## config.mk

```make
export PLATFORM = sky130hd
export DESIGN_NAME = uart_bus_bridge
export DESIGN_NICKNAME = d
export VERILOG_FILES = /design/src/rtl/uart_bus_bridge.sv
export SDC_FILE = /design/constraint.sdc
export NUM_CORES = 1
export LEC_CHECK = 0
export BUFFER_PORTS_ARGS = -buffer_cell sky130_fd_sc_hd__buf_2
export CORE_ASPECT_RATIO = 1.5
export CORE_MARGIN = 8
export CORE_UTILIZATION = 38
export DETAILED_ROUTE_END_ITERATION = 8
export GPL_TIMING_DRIVEN = 0
export PLACE_DENSITY = 0.64
export SLEW_MARGIN = 0
export SYNTH_ARGS = -nofsm -noshare
export SYNTH_HDL_FRONTEND = slang
export SYNTH_SLANG_ARGS = --single-unit
```

## constraint.sdc

```tcl
create_clock -name sysclk -period 2.6 [get_ports sysclk]
set_input_delay 0.39 -clock sysclk [delete_from_list [all_inputs] [get_ports sysclk]]
set_output_delay 0.39 -clock sysclk [all_outputs]
set_load 0.05 [all_outputs]
```

## src/rtl/uart_bus_bridge.sv

```systemverilog
// uart_bus_bridge: memory-mapped bridge between the CPU data bus and the UART byte handshake.
// CPU writes queue in a TX FIFO drained by a small FSM; RX bytes land in a holding register.
module uart_bus_bridge #(
  parameter logic [31:0] BASE_ADDR  = 32'h40000018,
  parameter int unsigned FIFO_DEPTH = 8,
  parameter int unsigned PTR_W      = 3
) (
  input  logic        sysclk,
  input  logic        reset,
  input  logic        rd,
  input  logic        wr,
  input  logic [31:0] addr,
  input  logic [31:0] wdata,
  output logic [31:0] rdata,
  output logic        irq,
  output logic [7:0]  tx_data,
  output logic        tx_send,
  input  logic        tx_status,
  input  logic        rx_status,
  input  logic [7:0]  rx_data
);

  typedef enum logic [1:0] {IDLE, SEND, WAIT_BUSY, WAIT_DONE} tx_state_e;

  localparam logic [PTR_W:0] DEPTH = (PTR_W+1)'(FIFO_DEPTH);

  tx_state_e        state_q, state_d;
  logic [7:0]       mem_q [FIFO_DEPTH];
  logic [PTR_W-1:0] wr_ptr_q, rd_ptr_q;
  logic [PTR_W:0]   count_q;
  logic [7:0]       tx_data_q;
  logic [7:0]       rx_buf_q;
  logic             rx_valid_q, overrun_q, tx_drop_q;
  logic             rx_irq_en_q, tx_irq_en_q, irq_q;

  logic sel_tx, sel_rx, sel_st;
  logic fifo_full, fifo_empty, tx_busy;
  logic push_req, push, pop, rx_rd, st_wr;
  logic unused_wdata;

  assign sel_tx     = (addr == BASE_ADDR);
  assign sel_rx     = (addr == BASE_ADDR + 32'd4);
  assign sel_st     = (addr == BASE_ADDR + 32'd8);
  assign fifo_full  = (count_q == DEPTH);
  assign fifo_empty = (count_q == '0);
  assign tx_busy    = (state_q != IDLE);
  // Fullness is judged before any same-cycle pop, so a push into a full FIFO is always dropped.
  assign push_req   = wr & sel_tx;
  assign push       = push_req & ~fifo_full;
  assign rx_rd      = rd & sel_rx;
  assign st_wr      = wr & sel_st;
  assign unused_wdata = ^wdata[31:8];

  assign tx_data = tx_data_q;
  assign tx_send = (state_q == SEND);
  assign irq     = irq_q;

  always_comb begin
    state_d = state_q;
    pop     = 1'b0;
    case (state_q)
      IDLE: begin
        if (!fifo_empty && tx_status) begin
          pop     = 1'b1;
          state_d = SEND;
        end
      end
      SEND:      state_d = WAIT_BUSY;
      WAIT_BUSY: if (!tx_status) state_d = WAIT_DONE;
      WAIT_DONE: if (tx_status) state_d = IDLE;
      default:   state_d = IDLE;
    endcase
  end

  always_comb begin
    rdata = '0;
    if (sel_rx) begin
      rdata = {24'b0, rx_buf_q};
    end else if (sel_st) begin
      rdata = {24'b0, tx_irq_en_q, rx_irq_en_q, tx_drop_q, overrun_q,
               tx_busy, fifo_empty, fifo_full, rx_valid_q};
    end
  end

  always_ff @(posedge sysclk) begin
    if (push) mem_q[wr_ptr_q] <= wdata[7:0];
  end

  always_ff @(posedge sysclk or negedge reset) begin
    if (!reset) begin
      state_q   <= IDLE;
      wr_ptr_q  <= '0;
      rd_ptr_q  <= '0;
      count_q   <= '0;
      tx_data_q <= '0;
      tx_drop_q <= 1'b0;
    end else begin
      state_q <= state_d;
      if (push) wr_ptr_q <= wr_ptr_q + PTR_W'(1);
      if (pop) begin
        rd_ptr_q  <= rd_ptr_q + PTR_W'(1);
        tx_data_q <= mem_q[rd_ptr_q];
      end
      case ({push, pop})
        2'b10:   count_q <= count_q + (PTR_W+1)'(1);
        2'b01:   count_q <= count_q - (PTR_W+1)'(1);
        default: count_q <= count_q;
      endcase
      if (push_req && fifo_full) tx_drop_q <= 1'b1;
      else if (st_wr && wdata[5]) tx_drop_q <= 1'b0;
    end
  end

  always_ff @(posedge sysclk or negedge reset) begin
    if (!reset) begin
      rx_buf_q    <= '0;
      rx_valid_q  <= 1'b0;
      overrun_q   <= 1'b0;
      rx_irq_en_q <= 1'b0;
      tx_irq_en_q <= 1'b0;
      irq_q       <= 1'b0;
    end else begin
      if (rx_status) begin
        rx_buf_q   <= rx_data;
        rx_valid_q <= 1'b1;
      end else if (rx_rd) begin
        rx_valid_q <= 1'b0;
      end
      // A fresh overrun event takes priority over a same-cycle software clear.
      if (rx_status && rx_valid_q && !rx_rd) overrun_q <= 1'b1;
      else if (st_wr && wdata[4]) overrun_q <= 1'b0;
      if (st_wr) begin
        rx_irq_en_q <= wdata[6];
        tx_irq_en_q <= wdata[7];
      end
      irq_q <= (rx_irq_en_q & rx_valid_q) | (tx_irq_en_q & fifo_empty & ~tx_busy);
    end
  end

endmodule

```

==> impl_metrics.yaml <==
logic_synthesis:
  yosysMostFrequentCell: "edfxtp_1"
  syn-instance-count: 291
  synth_area_per_cell_um2: 15.39
  synth_edf_count: 64
  netlist_top_cells_count: "64 x edfxtp_1, 34 x dfrtp_1, 27 x buf_4, 18 x nand2_1, 16 x mux4_2"
  synth_top_flop_cell: "edfxtp_1"
  synth_area_um2: 4478
  yosysSeqAreaShare_pct: 61.92
  yosysWarnings: 0
  synth_seq_cells: 98
  synth-async-reset-ratio_pct: 34.69
  synth_area_leaders: "edfxtp_1 43%, dfrtp_1 19%, mux4_2 8.0%"
  yosysTopAreaCellShare_pct: 42.92
  synth_area_leader_cell: "edfxtp_1"
  synth_cell_types: 48
floorplanning:
  coreArea_um2: 11530
  die_y_um: 149.0
  ioPinCount: 120
  start_util_pct: 38.83
  num_rows: 48
  die_area_um2: 15590
  dieWidth_um: 104.6
layout:
  utilization_pct: 47.41
  ff_latch_area_um2: 2775
  area_growth_pct: 22.07
  final_net_count: 482
  nFillCells: 1030
  drive_above_1_share_pct: 41.75
  stdcell_count: 550
  multi_input_area_um2: 1559
  diodes: 0
grt:
  grt_start_max_net_pins: 35
  grt_pass1_vias: 2932
  antenna_found_initial: 0
  grt_pass1_wl_um: 15060
  grt_usage_pct: 12.42
  grt-ovfl-total: 0
timing:
  holdWs_ps: 135.5
  finalCritPeriodShare_pct: 96.78
  skew_ps: 7.968
  post-route-min-period_ps: 2516
  hold_violations: 0
  tightest_slew_ps: 796.0
  clock.fmax_mhz: 397.4
  setup_violations: 0
  finalMaxSlewViolations: 0
  relSlewSlack_pct: 46.93
clock_network:
  cts_tree: "built"
  clk_latency_ps: 340
  cts-root-buf: "clkbuf_16"
  clk_pin_slew_worst_paths_ps: 60
  numCtsBuffers: 9
  postCtsHoldBufs: 0
  cts_max_path_buffers: 2
  cts_setup_buffers: 0
  h-tree-depth: 3
  clock-sinks: 98
power:
  p_leak_nw: 2.244
  power.total_mw: 3.497
  ir_drop_mv: 0.4092
  powerDensity_nw_per_um2: 639.7
routing:
  drc_errors: 0
  first_iter_violations: 157
  wirelength_um: 9469
  drt.antenna.violating_nets: 0
  routedWlPerCell_um: 17.22
  drtPass1Iterations: 4
  route.vias.total: 2685
  vias_per_cell: 4.882
setup_path:
  crit_path_end_kind: "flip-flop"
  r2r_cells: 12
  arrival_ps: 2740
  required_ps: 2820
  timing.rr.end: "count_q[2]$_DFFE_PN0P_"
  rr_startpoint: "count_q[2]$_DFFE_PN0P_"
  critical_path_class: "flip-flop to flip-flop"
  path_max_fanout: 10
  r2r_slack_ps: 80
  start_kind: "flip-flop"
placed_design:
  hpwl_um: 6895
  place_inst: 534
  place_congestion: 0.7231
  port-buffer-count: 70
worst_hold_path:
  hold_path.class: "input port to async pin"
outcome:
  outcome: "completed"
job:
  drv_cap: 0
registers in the layout, summed over array words and instances (netlist names):
signal and count:
tx_data 8, mem_q 64, irq 1, wr_ptr_q 3
count_q 4, tx_drop_q 1, state_q 2, rd_ptr_q 3
tx_irq_en_q 1, rx_irq_en_q 1, rx_valid_q 1, rx_buf_q 8
overrun_q 1
per-stage QoR:
stage | cell area (um2) | setup WS, ps | TNS [ps]
3_5_place_dp | 5102 | -328.3 | -619.1
2_1_floorplan | 4564 | 78.52 | 0
4_1_cts | 5439 | 0.8180 | 0
6_report | 5466 | 83.80 | 0
5_1_grt | 5466 | -11.26 | -11.26
3_3_place_gp | 5102 | -283.5 | -480.9
repair_timing:
| item | in CTS | in global routing |
|---|---|---|
| hold endpoints to repair | 0 | 0 |
| pin swaps | 0 | 2 |
| resized for setup | 4 | 9 |
| setup endpoints to repair | 2 | 10 |
logic make-up (layout without fill, tap and decap cells):
| group | after synthesis | after routing | share of synthesized area (%) |
|---|---|---|---|
| DFF | 98 | 98 | 61.92 |
| other | 1 | 24 | 0.08374 |
| adders and majority gates | 9 | 9 | 2.515 |
| xor gates and xnor gates | 9 | 9 | 1.760 |
| and+or+nand+nor | 64 | 64 | 9.919 |
| muxes | 38 | 38 | 13.33 |
| buffers and inverters | 43 | 129 | 6.147 |
| AOI/OAI and AO/OA | 29 | 29 | 4.331 |
worst max-delay path, cell delays in order, from the launching register on:
cell	delay (ps)
dfrtp_2	460
or4b_4	600
nand3_4	110
nor3_2	50
buf_4	170
inv_4	80
ha_4	160
xor2_1	70
ha_1	200
a21oi_2	140
xor2_1	160
nor2_1	70
xor2_1	130
report_power, final:
part	internal, mW	switching (mW)	total [mW]
Combinational	0.141	0.234	0.375
Clock	0.840	0.563	1.40
Sequential	1.69	0.0278	1.72
cells in the final DEF, fill, tap and decap left out, types with 2 or more instances in the layout:
master,netlist,layout
nand2_1,18,18
inv_1,8,7
buf_1,2,2
xnor2_1,3,3
o21ai_0,9,9
nor4_2,3,3
nand4_1,4,4
ha_1,9,7
mux2i_1,9,9
nor2_1,7,5
edfxtp_1,64,64
dfrtp_1,34,32
nor2_2,0,2
buf_2,3,73
nor4_1,5,5
mux4_2,16,16
clkbuf_16,0,9
buf_4,27,27
bufinv_16,0,2
nor3_1,3,3
nand3_4,0,2
o31ai_1,3,3
and4b_1,4,4
a22o_1,6,6
and3b_1,2,2
a21oi_1,4,3
xor2_1,6,6
mux2_2,13,13
and4bb_2,2,2
dfrtp_2,0,2
conb_1,1,24
a21o_1,2,2
area by class of cell:
class / count / share of cell area [%]
flip-flops and latches: 98 / 50.77
multi-input cells: 173 / 28.52
repair buffers: 70 / 6.409
plain buffers: 35 / 4.486
clock buffers: 9 / 4.120
well taps: 150 / 3.433
clock inverters: 7 / 1.671
inverters: 8 / 0.5951
layer usage:
metal	part of all wire, %	GRT usage [%]	vias to the layer above
met5	0	0	-
li1	-	-	1279
met2	54	22.46	87
met4	1.5	5.233	0
met3	5.9	3.849	8
met1	38	13.06	1311
worst max path at each step:
| stage | slack (ps) | to | depth (start not counted) | start |
|---|---|---|---|---|
| after floorplan | 80 | count_q[2]$_DFFE_PN0P_ | 12 | addr[10] |
| after global placement | -280 | count_q[2]$_DFFE_PN0P_ | 13 | addr[9] |
| after detailed placement | -330 | count_q[2]$_DFFE_PN0P_ | 13 | addr[9] |
| after CTS | 0.8 | count_q[2]$_DFFE_PN0P_ | 11 | count_q[1]$_DFFE_PN0P_ |
| after global routing | -10 | count_q[2]$_DFFE_PN0P_ | 12 | count_q[2]$_DFFE_PN0P_ |
| final | 80 | count_q[2]$_DFFE_PN0P_ | 12 | count_q[2]$_DFFE_PN0P_ |
Power figures use the tool's default switching activity.
